[src/rtl/lsu_pkg.sv]
// lsu_pkg: shared size encodings, FSM state type and size normalisation
// for the load/store unit.
package lsu_pkg;

  localparam logic [1:0] SZ_BYTE = 2'b00;
  localparam logic [1:0] SZ_HALF = 2'b01;
  localparam logic [1:0] SZ_WORD = 2'b10;

  typedef enum logic [1:0] {
    IDLE,
    REQ,
    WAIT_RVALID
  } lsu_state_t;

  // Encoding 2'b11 behaves as a word access.
  function automatic logic [1:0] norm_size(input logic [1:0] s);
    return (s == 2'b11) ? SZ_WORD : s;
  endfunction

endpackage

[src/rtl/lsu_align.sv]
// lsu_align: byte enables + store lane replication for the request side,
// lane extraction + sign/zero extension for the load-response side.
module lsu_align
  import lsu_pkg::*;
(
  input  logic [1:0]  st_size,
  input  logic [1:0]  st_off,
  input  logic [31:0] st_data,
  output logic [3:0]  be,
  output logic [31:0] wdata,
  input  logic [1:0]  ld_size,
  input  logic [1:0]  ld_off,
  input  logic        ld_unsigned,
  input  logic [31:0] rdata,
  output logic [31:0] ldata
);

  logic [7:0]  lbyte;
  logic [15:0] lhalf;

  always_comb begin
    be    = 4'b1111;
    wdata = st_data;
    unique case (1'b1)
      st_size == SZ_BYTE: begin
        be    = 4'b0001 << st_off;
        wdata = {4{st_data[7:0]}};
      end
      st_size == SZ_HALF: begin
        be    = 4'b0011 << st_off;
        wdata = {2{st_data[15:0]}};
      end
      default: ;
    endcase
  end

  assign lbyte = rdata[{ld_off, 3'b000} +: 8];
  assign lhalf = ld_off[1] ? rdata[31:16] : rdata[15:0];

  always_comb begin
    ldata = rdata;
    unique case (1'b1)
      ld_size == SZ_BYTE:
        ldata = {{24{~ld_unsigned & lbyte[7]}}, lbyte};
      ld_size == SZ_HALF:
        ldata = {{16{~ld_unsigned & lhalf[15]}}, lhalf};
      default: ;
    endcase
  end

endmodule

[src/rtl/load_store_unit.sv]
// load_store_unit: single-outstanding LSU, IDLE/REQ/WAIT_RVALID FSM, core
// req_* in, mem_* req/gnt/rvalid out. Macro LSU_MISALIGN_TRAP_EN traps
// misaligned accesses; otherwise they are truncated to natural alignment.
module load_store_unit
  import lsu_pkg::*;
#(
  parameter int ADDR_W = 32,
  parameter int DATA_W = 32
) (
  input  logic              clk,
  input  logic              rst_n,
  input  logic              req_valid_i,
  input  logic              req_we_i,
  input  logic [1:0]        req_size_i,
  input  logic              req_unsigned_i,
  input  logic [ADDR_W-1:0] req_addr_i,
  input  logic [DATA_W-1:0] req_wdata_i,
  output logic              req_ready_o,
  output logic              stall_o,
  output logic              resp_valid_o,
  output logic [DATA_W-1:0] resp_rdata_o,
  output logic              misaligned_o,
  output logic              mem_req_o,
  output logic              mem_we_o,
  output logic [3:0]        mem_be_o,
  output logic [ADDR_W-1:0] mem_addr_o,
  output logic [DATA_W-1:0] mem_wdata_o,
  input  logic              mem_gnt_i,
  input  logic              mem_rvalid_i,
  input  logic [DATA_W-1:0] mem_rdata_i
);

  lsu_state_t        state;
  logic              we_q;
  logic              uns_q;
  logic [1:0]        size_q;
  logic [1:0]        off_q;
  logic [ADDR_W-3:0] addr_q;
  logic [3:0]        be_q;
  logic [31:0]       wdata_q;
  logic [31:0]       rdata_q;

  logic [1:0]  sz;
  logic [1:0]  off;
  logic [3:0]  be;
  logic [31:0] wdata;
  logic [31:0] ldata;
  logic        trap;
  logic        issue;
  logic        done;

  assign sz = norm_size(req_size_i);

  // Lane offset already truncated to the natural alignment of the size.
  always_comb begin
    unique case (1'b1)
      sz == SZ_BYTE: off = req_addr_i[1:0];
      sz == SZ_HALF: off = {req_addr_i[1], 1'b0};
      default:       off = 2'b00;
    endcase
  end

`ifdef LSU_MISALIGN_TRAP_EN
  assign trap = (sz == SZ_HALF && req_addr_i[0]) ||
                (sz == SZ_WORD && req_addr_i[1:0] != 2'b00);
`else
  assign trap = 1'b0;
`endif

  lsu_align u_align (
    .st_size     (sz),
    .st_off      (off),
    .st_data     (req_wdata_i),
    .be          (be),
    .wdata       (wdata),
    .ld_size     (size_q),
    .ld_off      (off_q),
    .ld_unsigned (uns_q),
    .rdata       (mem_rdata_i),
    .ldata       (ldata)
  );

  assign issue = rst_n && state == IDLE && req_valid_i && !trap;
  assign done  = state == WAIT_RVALID && mem_rvalid_i;

  // First request cycle is driven straight from the core; later cycles
  // replay the latched copy so the bus stays stable until grant.
  assign mem_req_o   = issue || state == REQ;
  assign mem_we_o    = issue ? req_we_i : we_q;
  assign mem_be_o    = issue ? be : be_q;
  assign mem_addr_o  = issue ? {req_addr_i[ADDR_W-1:2], 2'b00}
                             : {addr_q, 2'b00};
  assign mem_wdata_o = issue ? wdata : wdata_q;

  assign misaligned_o = rst_n && state == IDLE && req_valid_i && trap;
  assign resp_valid_o = done && !we_q;
  assign resp_rdata_o = resp_valid_o ? ldata : rdata_q;
  assign req_ready_o  = done || misaligned_o;
  assign stall_o      = req_valid_i && !req_ready_o;

  always_ff @(posedge clk or negedge rst_n) begin
    if (!rst_n) begin
      state   <= IDLE;
      we_q    <= 1'b0;
      uns_q   <= 1'b0;
      size_q  <= SZ_BYTE;
      off_q   <= 2'b00;
      addr_q  <= '0;
      be_q    <= 4'b0000;
      wdata_q <= '0;
      rdata_q <= '0;
    end else begin
      unique case (state)
        IDLE: begin
          if (issue) begin
            we_q    <= req_we_i;
            uns_q   <= req_unsigned_i;
            size_q  <= sz;
            off_q   <= off;
            addr_q  <= req_addr_i[ADDR_W-1:2];
            be_q    <= be;
            wdata_q <= wdata;
            state   <= mem_gnt_i ? WAIT_RVALID : REQ;
          end
        end
        REQ: begin
          if (mem_gnt_i) state <= WAIT_RVALID;
        end
        WAIT_RVALID: begin
          if (mem_rvalid_i) begin
            state <= IDLE;
            if (!we_q) rdata_q <= ldata;
          end
        end
        default: state <= IDLE;
      endcase
    end
  end

endmodule

[config.mk]
export PLATFORM = sky130hd
export DESIGN_NAME = load_store_unit
export DESIGN_NICKNAME = d
export VERILOG_FILES = /design/src/rtl/lsu_pkg.sv /design/src/rtl/lsu_align.sv /design/src/rtl/load_store_unit.sv
export SDC_FILE = /design/constraint.sdc
export NUM_CORES = 1
export LEC_CHECK = 0
export CELL_PAD_IN_SITES_DETAIL_PLACEMENT = 1
export CELL_PAD_IN_SITES_GLOBAL_PLACEMENT = 2
export CORE_ASPECT_RATIO = 1.5
export CORE_MARGIN = 5
export CORE_UTILIZATION = 27
export CTS_CLUSTER_DIAMETER = 80
export DETAILED_ROUTE_END_ITERATION = 8
export HOLD_SLACK_MARGIN = 0.15
export PLACE_DENSITY = 0.88
export REMOVE_ABC_BUFFERS = 1
export SLEW_MARGIN = 5
export SYNTH_ARGS = -nofsm -noshare
export SYNTH_HDL_FRONTEND = slang
export SYNTH_SLANG_ARGS = --single-unit
[constraint.sdc]
create_clock -name clk -period 5.2 [get_ports clk]
set_clock_uncertainty 0.15 [all_clocks]
set_input_delay 1.3 -clock clk [delete_from_list [all_inputs] [get_ports clk]]
set_output_delay 1.3 -clock clk [all_outputs]
set_load 0.1 [all_outputs]
# Word level (Yosys, flattened, before mapping)
# Index checks and enable logic that the tools add are counted.
totals:
  register_bits: 106
  latchBits: 0
  mem_bits_rw: 0
  mem_bits_ro: 0
  input_bits: 105
  out_inout_bits: 106
  elab_cells: 54
  n_memories: 0
classes:
  addsub: 0
  n_mul: 0
  div: 0
  n_lt_le_gt_ge: 0
  n_eq_ne: 8
  shifts: 3
  n_mux: 16
  bitwise_logic: 4
  reduce_logical: 14
ops:
  columns: ["op", "n"]
  rows:
  - ["32-bit case mux with 2 select lines", 2]
  - ["32-bit 2-to-1 mux", 3]
  - ["32-bit by 6-bit variable part select with 8-bit output", 1]
  - ["16-bit 2-to-1 mux", 1]
  - ["2-bit 2-to-1 mux", 5]
  - ["4-bit case mux with 2 select lines", 1]
  - ["2-bit by 1-bit equality test with 1-bit output, second input constant", 3]
  - ["2-bit logical NOT", 3]
  - ["2-bit != test, second input constant", 3]
  - ["2-bit case mux with 3 select lines", 1]
  - ["3-bit AND reduction", 2]
  - ["1-bit logical AND", 5]
  - ["2-bit equality test, second input constant", 2]
  - ["4-bit 2-to-1 mux", 1]
  - ["2-bit case mux with 2 select lines", 1]
  - ["1-bit by 2-bit left shift with 4-bit output, first input constant", 1]
  - ["2-bit by 2-bit left shift with 4-bit output, first input constant", 1]
  - ["1-bit bitwise AND", 2]
  - ["1-bit logical NOT", 2]
  - ["1-bit inverter", 2]
  - ["2-bit AND reduction", 1]
  - ["1-bit logical OR", 1]
  - ["1-bit 2-to-1 mux", 1]

# Longest topological paths before layout
# Gate-level depths: netlist of the first run.
logic_depth:
  depth_word: 7
  mapped_depth: 7
  mapped_depth_nobuf: 4

# Modules after synthesis
# Synthesis of the first run repeated with hierarchy kept, for this count alone.
hier_totals:
  cells_unflattened: 533
  area_unflattened_um2: 6939.2
modules_own_cells:
  columns: ["module", "n_inst", "cells_each", "area_each_um2", "seq_area_each_um2"]
  rows:
  - ["load_store_unit", 1, 349, 5775.5, 2652.5]
  - ["lsu_align", 1, 184, 1163.6, 0.0]

# Worst setup path before layout of the first run
# No wires, ideal clock.
synth_path:
  path_kind: "input to output"
  startpoint: "in req_valid_i"
  endpoint: "out mem_wdata_o[26]"
  t_arrival_ns: 4.221
  t_required_ns: 3.750
  path_slack_ns: -0.471
  stages: 6
  n_path_buf: 3
  cell_sequence: "nand2_1 -> or3_1 -> clkbuf_1 -> buf_2 -> buf_2 -> o21ai_0"
synth_between:
  elab_chain_cells: 2
synth_rtl:
  columns: ["element", "line", "source"]
  rows:
  - ["from (decl)", "load_store_unit.sv:12", "input logic req_valid_i,"]
  - ["1-bit logical AND", null, null]
  - ["32-bit 2-to-1 mux", null, null]
  - ["to (decl)", "load_store_unit.sv:27", "output logic [DATA_W-1:0] mem_wdata_o,"]
# No other way between the ends.

# Worst setup path after layout of the first run
layout_path:
  startpoint: "in mem_rvalid_i"
  endpoint: "out resp_rdata_o[8]"
layout_between:
  elab_chain_cells: 3
layout_rtl:
  columns: ["element", "line", "source"]
  rows:
  - ["from (decl)", "load_store_unit.sv:29", "input logic mem_rvalid_i,"]
  - ["1-bit logical AND", "load_store_unit.sv:84", "assign done = state == WAIT_RVALID && mem_rvalid_i;"]
  - ["1-bit logical AND", "load_store_unit.sv:96", "assign resp_valid_o = done && !we_q;"]
  - ["32-bit 2-to-1 mux", "load_store_unit.sv:97", "assign resp_rdata_o = resp_valid_o ? ldata : rdata_q;"]
  - ["to (decl)", "load_store_unit.sv:21", "output logic [DATA_W-1:0] resp_rdata_o,"]
# No other way between the ends.

==> impl_metrics.csv, run 1 <==
group,metric,value,unit
status,status,"complete, no violations",
clock_tree,cts_repair_resize_count,0,
setup_path,critPathLaunchType,"input pin",
synth,asyncSetResetFlopFracSynth,1.00,
setup_path,critical_path.max_stage_delay,0.52,ns
pwr,comb_power_share,0.678,
placement,placed_cell_area,8820,sq um
timing,worst-slew-pin-transition,0.895,ns
synth,yosysWarnings,0,
pwr,p_switching,3.01,mW
placement,globalplace.congestion,0.810,
synth,synth_area_leaders,"sky130_fd_sc_hd__dfrtp_1 (49%), sky130_fd_sc_hd__nand2_1 (15%), sky130_fd_sc_hd__mux2i_1 (7.3%), sky130_fd_sc_hd__o21ai_0 (5.1%), sky130_fd_sc_hd__nand3_1 (4.6%)",
floorplanning,floorplan.io_pins,211,
synth,synth-seq-cells,106,
clock_tree,cts-hold-fix-buffers,0,
synth,post-synth-top-area-cell,"sky130_fd_sc_hd__dfrtp_1",
floorplanning,coreArea,19900,sq um
timing,post-route-period-util,0.920,
clock_tree,cts.htree.levels,3,
timing,finalSetupViolCount,0,
global_routing,grt_use_total,0.170,
placement,dp_hpwl,15.3,mm
setup_path,critical_path.slowest_cell,"sky130_fd_sc_hd__clkdlybuf4s50_1",
layout,leading_cell_types_in_the_layout_fill_and_taps_excluded,"sky130_fd_sc_hd__nand2_1 (223), sky130_fd_sc_hd__dfrtp_1 (106), sky130_fd_sc_hd__clkdlybuf4s50_1 (103), sky130_fd_sc_hd__buf_12 (103), sky130_fd_sc_hd__o21ai_0 (56)",
layout,area_delta_synth_final,66.5,%
timing,finalHoldViolCount,0,
setup_path,criticalPathCategory,"in2out",
global_routing,grt_start_max_net_pins,62,
global_routing,vias_in_the_first_global_route,5827,
setup_path,critPathArrivalTime,3.33,ns
clock_tree,cts_made_buffers,9,
global_routing,antenna_violations_before_repair,0,
clock_tree,post_cts_buffers,0,
worst_hold_path,hold_class,"reg2reg",
routing,route.detailed.wl_per_inst,17.9,um
clock_tree,clockBufferDepth,2,
timing,fmaxAchievable,0.209,GHz
clock_tree,clock-sinks,106,
routing,drt_first_iter_violations,241,
layout,final_area,9100,sq um
floorplanning,starting_density,0.275,
floorplanning,fp.dieH,184,um
routing,drtAntennaViolNets,0,
clock_tree,path_clk_slew,0.07,ns
routing,route.detailed.drc,0,
layout,mostFrequentLayoutCell,"sky130_fd_sc_hd__nand2_1",
routing,first_pass_iters,4,
timing,setup_repair_after_global_routing_missed_its_margin,"false",
synth,synth_cell_type_count,35,
routing,vias,5330,
floorplanning,floorplan.die.width,126,um
timing,timing.max_slew.rel_slack,0.402,
floorplanning,std_cell_rows,63,
setup_path,worst_ep_required_time,3.75,ns
synth,syn-mean-instance-area,8.42,sq um
setup_path,worst-path-buf-inv,3,
pwr,power,5.70,mW
floorplanning,fp.dieArea,23300,sq um
pwr,leakage_power,4.32,nW
synth,yosysSeqAreaShare,0.485,
synth,synthesized_area,5470,sq um
clock_tree,clock_tree.root_cell,"sky130_fd_sc_hd__clkbuf_16",
setup_path,crit_path_cell_trace,"clkdlybuf4s50_1, nand4bb_2, buf_4, nor2_1, o31a_4, a221o_1, buf_12",
setup_path,end_kind,"output port",
timing,timing_max_transition_violations_final,0,
pwr,clkPwrFrac,0.117,
clock_tree,tritoncts,"built",
setup_path,cpLargestDelayFamily,"buffers and inverters",
routing,viasPerCell,4.83,
global_routing,grt_first_pass_wirelength,31.6,mm
run,maxCapViolCount,0,
clock_tree,worstSkewPairLatency,0.35,ns
global_routing,globalRoute.totalOverflow,0,
timing,hold_slack,0.322,ns
pwr,intPower,2.69,mW
pwr,cellPowerDensity,627,nW/um^2
pwr,vdd_drop_max,0.267,mV
layout,diodes,0,
synth,synth-main-ff-cell,"sky130_fd_sc_hd__dfrtp_1",
setup_path,crit_fanout,16,
layout,drive_gt1_frac,0.172,
pwr,pwr-share-seq,0.204,
pwr,sw_frac_of_total,0.528,
timing,finalWorstPathRequiredPeriod,4.78,ns
synth,synth-edff-count,0,
timing,setup_tns,0,ns
synth,synth_largest_type_area_fraction,0.485,
routing,postRouteWirelength,19.7,mm
layout,final_net_count,943,
placement,place.port_buffers,207,
synth,synth_cells,649,
==> worst paths after layout <==
path	start	to	slack [ns]	cells past startpoint
min in group asynchronous	rst_n	rdata_q[30]	0.98	2
max in group asynchronous	rst_n	size_q[0]	2.61	3
hold reg to reg	addr_q[23]	addr_q[23]	0.32	2
setup reg to reg	size_q[0]	rdata_q[5]	2.74	4
hold / removal	addr_q[23]	addr_q[23]	0.32	2
setup / recovery	mem_rvalid_i	resp_rdata_o[8]	0.42	7
==> logic make-up (layout without fill, tap and decap cells) <==
family / after synthesis / in the layout / synth area share
simple gates: 324 / 324 / 0.249
buf+inv: 52 / 244 / 0.0462
flops: 106 / 106 / 0.485
mux: 41 / 41 / 0.0753
other cells: 1 / 3 / 0.000686
compound gates: 125 / 125 / 0.143
==> routing by layer <==
metal | GRT usage | vias to the layer above | share of wire
li1 | - | 2578 | -
met4 | 0.0326 | 0 | 0.010
met3 | 0.0589 | 15 | 0.072
met5 | 0 | - | 0
met2 | 0.312 | 151 | 0.53
met1 | 0.191 | 2586 | 0.39
==> power by group through the flow <==
stage          logic, mW  clock network (mW)  registers [mW]
2_1_floorplan       2.40                   0            1.17
3_3_place_gp        3.87                   0            1.17
3_5_place_dp        3.90                   0            1.18
4_1_cts             3.91               0.700            1.17
5_1_grt             4.02               0.729            1.19
6_report            3.87               0.669            1.17
==> per-stage QoR <==
| step | instances | setup slack (ns) | util |
|---|---|---|---|
| finish | 1103 | 0.419 | 0.458 |
| global route | 1103 | 0.312 | 0.458 |
| CTS | 1103 | 0.381 | 0.458 |
| detailed placement | 1087 | 0.387 | 0.444 |
| global placement | 1087 | 0.413 | 0.444 |
| floorplan | 602 | -2.30 | - |
==> sequential cells by signal, summed over array words and instances, names as in the netlist <==
name,count
rdata_q,32
wdata_q,32
addr_q,30
be_q,4
off_q,2
size_q,2
state,2
uns_q,1
we_q,1
==> cells in the mapped netlist (8+ instances only) <==
cell                         n
sky130_fd_sc_hd__clkbuf_1   21
sky130_fd_sc_hd__a21oi_1    28
sky130_fd_sc_hd__nand3_1    50
sky130_fd_sc_hd__buf_2      22
sky130_fd_sc_hd__a221o_1    16
sky130_fd_sc_hd__nand2_1   223
sky130_fd_sc_hd__and3_1      8
sky130_fd_sc_hd__mux2i_1    40
sky130_fd_sc_hd__dfrtp_1   106
sky130_fd_sc_hd__nor2_1     21
sky130_fd_sc_hd__o21ai_0    56
==> worst register-to-register path, delay by kind of cell, from the launching register on <==
kind,cells,cell delay (ns)
AND/OR/NAND/NOR,1,0.82
AO/OA/AOI/OAI,2,0.57
flip-flops,1,0.64
multiplexers,1,0.16
==> cell type report <==
cell class / count / area [sq um]
clock inverters: 5 / 38.8
flip-flops and latches: 106 / 2650
inverters: 3 / 11.3
well taps: 260 / 325
clock buffers: 11 / 243
multi-input cells: 493 / 2590
repair buffers: 225 / 3240
fillers: 2250 / 10800
No activity file was read; power rests on OpenSTA's default activity.
==> run 2, diff against run 1 <==
==> constraint.sdc (replaced) <==
create_clock -name clk -period 5.2 [get_ports clk]
set_clock_uncertainty 0.15 [all_clocks]
set_input_delay 1.3 -clock clk [delete_from_list [all_inputs] [get_ports clk]]
set_output_delay 1.3 -clock clk [all_outputs]
set_load 0.05 [all_outputs]
==> impl_metrics.csv, run 2 (synthesized netlist as in run 1, its figures left out) <==
group,metric,value,unit
placement,placed_cells_incl_taps,1084,
pwr,comb_power_share,0.604,
clock_tree,tritoncts,"built",
routing,postRouteWirelength,19.2,mm
pwr,leakage_power,4.29,nW
pwr,vdd_drop_max,0.191,mV
setup_path,crit_fanout,16,
clock_tree,clock_tree.root_cell,"sky130_fd_sc_hd__clkbuf_16",
placement,globalplace.congestion,0.815,
routing,viasPerCell,4.90,
routing,first_pass_iters,4,
setup_path,worst_ep_required_time,3.75,ns
floorplanning,fp.dieArea,23300,sq um
clock_tree,cts_made_buffers,9,
clock_tree,clock-sinks,106,
placement,placed_cell_area,8780,sq um
status,status,"complete, no violations",
layout,number_of_inserted_filler_cells_in_the_final_layout,2241,
setup_path,end_kind,"output port",
routing,met2_wirelength,10.3,mm
setup_path,critPathLaunchType,"input pin",
placement,place.port_buffers,207,
floorplanning,starting_density,0.275,
layout,mostFrequentLayoutCell,"sky130_fd_sc_hd__nand2_1",
pwr,sw_frac_of_total,0.431,
layout,multi_input_comb_area,2590,sq um
layout,post_layout_nonfiller_instances,1100,
layout,leading_cell_types_in_the_layout_fill_and_taps_excluded,"sky130_fd_sc_hd__nand2_1 (223), sky130_fd_sc_hd__dfrtp_1 (106), sky130_fd_sc_hd__clkdlybuf4s50_1 (106), sky130_fd_sc_hd__buf_12 (101), sky130_fd_sc_hd__o21ai_0 (56)",
clock_tree,cts_repair_resize_count,0,
layout,final_net_count,940,
timing,timing_max_transition_violations_final,0,
pwr,intPower,2.67,mW
clock_tree,path_clk_slew,0.08,ns
routing,drtAntennaViolNets,0,
clock_tree,worstSkewPairLatency,0.35,ns
clock_tree,cts.htree.levels,3,
global_routing,grt_use_total,0.166,
clock_tree,cts-hold-fix-buffers,0,
global_routing,antenna_violations_before_repair,0,
routing,drt_first_iter_violations,260,
timing,finalHoldViolCount,0,
layout,final_util,0.456,
placement,pre_cts_setup_slack,0.416,ns
timing,fmaxAchievable,0.211,GHz
pwr,pwr-share-seq,0.250,
run,maxCapViolCount,0,
setup_path,criticalPathCategory,"in2out",
layout,register_area,2650,sq um
clock_tree,clockBufferDepth,2,
timing,setup_tns,0,ns
timing,timing.max_slew.rel_slack,0.426,
routing,m1WireLength,7.04,mm
timing,setup_repair_after_global_routing_missed_its_margin,"false",
pwr,p_switching,2.02,mW
timing,timing.final.ws_setup,0.452,ns
layout,area_delta_synth_final,65.9,%
pwr,clkPwrFrac,0.145,
timing,post-route-period-util,0.913,
floorplanning,fp.dieH,184,um
setup_path,critPathArrivalTime,3.30,ns
pwr,power,4.69,mW
routing,route.detailed.wl_per_inst,17.4,um
global_routing,grt_start_max_net_pins,123,
layout,diodes,0,
pwr,cellPowerDensity,518,nW/um^2
timing,worst-slew-pin-transition,0.860,ns
global_routing,grt_first_pass_wirelength,31.1,mm
timing,finalWorstPathRequiredPeriod,4.75,ns
global_routing,vias_in_the_first_global_route,5800,
clock_tree,post_cts_buffers,0,
routing,met3_routed_length,1.48,mm
floorplanning,floorplan.die.width,126,um
placement,dp_hpwl,14.7,mm
layout,layout_top_registers,"rdata_q: 32 flops, wdata_q: 32 flops, addr_q: 30 flops",
floorplanning,floorplan.io_pins,211,
worst_hold_path,hold_class,"reg2reg",
timing,finalSetupViolCount,0,
routing,route.detailed.drc,0,
routing,routed.top_layer,"met4",
layout,final_area,9070,sq um
routing,vias,5392,
floorplanning,std_cell_rows,63,
floorplanning,coreArea,19900,sq um
timing,hold_slack,0.323,ns
global_routing,globalRoute.totalOverflow,0,
layout,drive_gt1_frac,0.165,
run 2: changes by cell type in the layout (fill, tap and decap cells not counted):
cell and change:
sky130_fd_sc_hd__clkinv_4 -2, sky130_fd_sc_hd__clkdlybuf4s50_1 +3, sky130_fd_sc_hd__buf_4 -4, sky130_fd_sc_hd__clkinv_2 -1, sky130_fd_sc_hd__inv_8 +1, sky130_fd_sc_hd__buf_12 -2
sky130_fd_sc_hd__inv_6 +1, sky130_fd_sc_hd__clkinvlp_4 +1
run 2: area by class of cell:
cell class | count | area share
clock buffers | 11 | 0.0268
clock inverters | 5 | 0.00483
inverters | 3 | 0.00124
multi-input cells | 493 | 0.286
flip-flops and latches | 106 | 0.293
well taps | 260 | 0.0359
repair buffers | 222 | 0.352
run 2: path summary, 6_finish.rpt:
path                       slack [ns]              end         start  cells past startpoint
max in group asynchronous        2.68            uns_q         rst_n                      3
setup reg to reg                 2.89       rdata_q[5]     size_q[0]                      4
min in group asynchronous        0.94       rdata_q[4]         rst_n                      2
hold / removal                   0.32       addr_q[27]    addr_q[27]                      2
hold reg to reg                  0.32       addr_q[27]    addr_q[27]                      2
setup / recovery                 0.45  resp_rdata_o[8]  mem_rvalid_i                      7
run 2: metal layers:
| metal | track usage | up-vias |
|---|---|---|
| met5 | 0 | - |
| met4 | 0.0485 | 0 |
| met3 | 0.0519 | 19 |
| met2 | 0.310 | 161 |
| met1 | 0.178 | 2641 |
| li1 | - | 2571 |
run 2: power by group through the flow:
stage	registers [mW]	clock network, mW	logic, mW
floorplan	1.17	0	1.42
global placement	1.18	0	2.84
detailed placement	1.19	0	2.87
CTS	1.18	0.713	2.88
global route	1.20	0.744	2.99
finish	1.17	0.683	2.84
run 2: critical path, stage by stage:
cell	delay, ns
sky130_fd_sc_hd__clkdlybuf4s50_1	0.51
sky130_fd_sc_hd__nand4bb_2	0.29
sky130_fd_sc_hd__buf_4	0.31
sky130_fd_sc_hd__nor2_1	0.21
sky130_fd_sc_hd__o31a_4	0.29
sky130_fd_sc_hd__a221o_1	0.22
sky130_fd_sc_hd__buf_12	0.15
==> run 3, diff against run 2 <==
--- a/config.mk
+++ b/config.mk
@@ -13,7 +13,7 @@
 export CTS_CLUSTER_DIAMETER = 80
 export DETAILED_ROUTE_END_ITERATION = 8
 export HOLD_SLACK_MARGIN = 0.15
-export PLACE_DENSITY = 0.88
+export PLACE_DENSITY_LB_ADDON = 0.1
 export REMOVE_ABC_BUFFERS = 1
 export SLEW_MARGIN = 5
 export SYNTH_ARGS = -nofsm -noshare
==> impl_metrics.csv, run 3 (synthesized netlist as in run 1, its figures left out) <==
group,metric,value,unit
status,status,"complete, no violations",
clock_tree,path_clk_slew,0.07,ns
layout,diodes,0,
global_routing,grt_use_total,0.179,
layout,drive_gt1_frac,0.171,
worst_hold_path,hold_class,"reg2reg",
clock_tree,cts-hold-fix-buffers,0,
timing,timing.max_slew.rel_slack,0.436,
clock_tree,tritoncts,"built",
setup_path,worst-r2r-cell-count,4,
floorplanning,fp.dieArea,23300,sq um
clock_tree,cts_made_buffers,9,
global_routing,antenna_violations_before_repair,0,
global_routing,grt_first_pass_wirelength,33.4,mm
layout,post_layout_nonfiller_instances,1104,
layout,layout_top_registers,"rdata_q: 32 flops, wdata_q: 32 flops, addr_q: 30 flops",
run,maxCapViolCount,0,
layout,mostFrequentLayoutCell,"sky130_fd_sc_hd__nand2_1",
pwr,vdd_drop_max,0.187,mV
timing,timing_max_transition_violations_final,0,
clock_tree,clock-sinks,106,
pwr,cellPowerDensity,521,nW/um^2
floorplanning,std_cell_rows,63,
routing,drtAntennaViolNets,0,
timing,finalHoldViolCount,0,
layout,leading_cell_types_in_the_layout_fill_and_taps_excluded,"sky130_fd_sc_hd__nand2_1 (223), sky130_fd_sc_hd__dfrtp_1 (106), sky130_fd_sc_hd__clkdlybuf4s50_1 (106), sky130_fd_sc_hd__buf_12 (99), sky130_fd_sc_hd__o21ai_0 (56)",
placement,placed_cell_area,8780,sq um
layout,final_area,9070,sq um
clock_tree,clock_tree.root_cell,"sky130_fd_sc_hd__clkbuf_16",
timing,fmaxAchievable,0.208,GHz
setup_path,critPathArrivalTime,3.37,ns
placement,dp_hpwl,16.1,mm
floorplanning,coreArea,19900,sq um
routing,drt_first_iter_violations,235,
timing,finalWorstPathRequiredPeriod,4.82,ns
routing,postRouteWirelength,20.7,mm
placement,globalplace.congestion,0.818,
floorplanning,starting_density,0.275,
setup_path,critPathLaunchType,"input pin",
setup_path,worst_ep_required_time,3.75,ns
setup_path,end_kind,"output port",
clock_tree,worstSkewPairLatency,0.35,ns
timing,post-route-period-util,0.926,
placement,placed_cells_incl_taps,1088,
routing,first_pass_iters,4,
routing,route.detailed.drc,0,
routing,route.detailed.wl_per_inst,18.7,um
routing,vias,5426,
clock_tree,post_cts_buffers,0,
global_routing,vias_in_the_first_global_route,6114,
setup_path,crit_fanout,48,
pwr,leakage_power,4.30,nW
floorplanning,floorplan.io_pins,211,
placement,place.port_buffers,207,
setup_path,criticalPathCategory,"in2out",
timing,worst-slew-pin-transition,0.844,ns
floorplanning,floorplan.die.width,126,um
clock_tree,cts_repair_resize_count,0,
worst_hold_path,holdPathStages,2,
layout,area_delta_synth_final,66.0,%
clock_tree,clockBufferDepth,2,
timing,finalSetupViolCount,0,
floorplanning,fp.dieH,184,um
routing,viasPerCell,4.91,
clock_tree,cts.htree.levels,3,
timing,setup_repair_after_global_routing_missed_its_margin,"false",
global_routing,grt_start_max_net_pins,57,
layout,final_net_count,944,
global_routing,globalRoute.totalOverflow,0,
## run 3: changes by cell type in the layout (fill, tap and decap cells not counted)
cell,before,now
sky130_fd_sc_hd__buf_4,15,21
sky130_fd_sc_hd__clkinv_4,0,3
sky130_fd_sc_hd__buf_12,101,99
sky130_fd_sc_hd__clkbuf_1,1,0
sky130_fd_sc_hd__inv_6,2,1
sky130_fd_sc_hd__inv_8,1,0
## run 3: metrics by stage
| stage | power, mW | setup TNS, ns | setup slack, ns | hold slack (ns) | utilization |
|---|---|---|---|---|---|
| global placement | 4.05 | 0 | 0.378 | 0.299 | 0.442 |
| finish | 4.72 | 0 | 0.383 | 0.321 | 0.457 |
| global route | 4.96 | 0 | 0.292 | 0.341 | 0.457 |
| detailed placement | 4.10 | 0 | 0.375 | 0.311 | 0.442 |
| floorplan | 2.59 | -25.58 | -0.935 | 0.283 | - |
| CTS | 4.80 | 0 | 0.377 | 0.329 | 0.457 |
## run 3: per-layer routing
metal / GRT usage / routed length [um] / vias up
met2: 0.322 / 11000 / 154
li1: - / - / 2588
met4: 0.0532 / 324 / 0
met5: 0 / 0 / -
met3: 0.0615 / 1550 / 18
met1: 0.198 / 7840 / 2666
## run 3: critical path: stages
cell	delay (ns)
sky130_fd_sc_hd__clkdlybuf4s50_1	0.52
sky130_fd_sc_hd__nand2_1	0.12
sky130_fd_sc_hd__or3_4	0.54
sky130_fd_sc_hd__buf_4	0.29
sky130_fd_sc_hd__o21ai_0	0.38
sky130_fd_sc_hd__buf_12	0.19
## run 3: cell type report
class                      instances  area (sq um)
clock buffer                      10           239
multi-input combinational        493          2590
inverter                           3          11.3
clock inverter                     6          50.0
tap                              260           325
timing repair buffer             226          3200
fill                            2274         10800
sequential                       106          2650
## run 3: final timing paths
path	from	end	slack [ns]
worst max-delay path	req_valid_i	mem_wdata_o[26]	0.38
worst min-delay path	wdata_q[6]	wdata_q[6]	0.32
worst max register to register	size_q[0]	rdata_q[5]	2.90
worst min register to register	wdata_q[6]	wdata_q[6]	0.32
max in group asynchronous	rst_n	addr_q[3]	2.67
min in group asynchronous	rst_n	wdata_q[9]	1.03
## run 3: power breakdown
part,switching [mW],internal [mW]
Clock,0.335,0.343
Sequential,0.103,1.07
Combinational,1.62,1.26
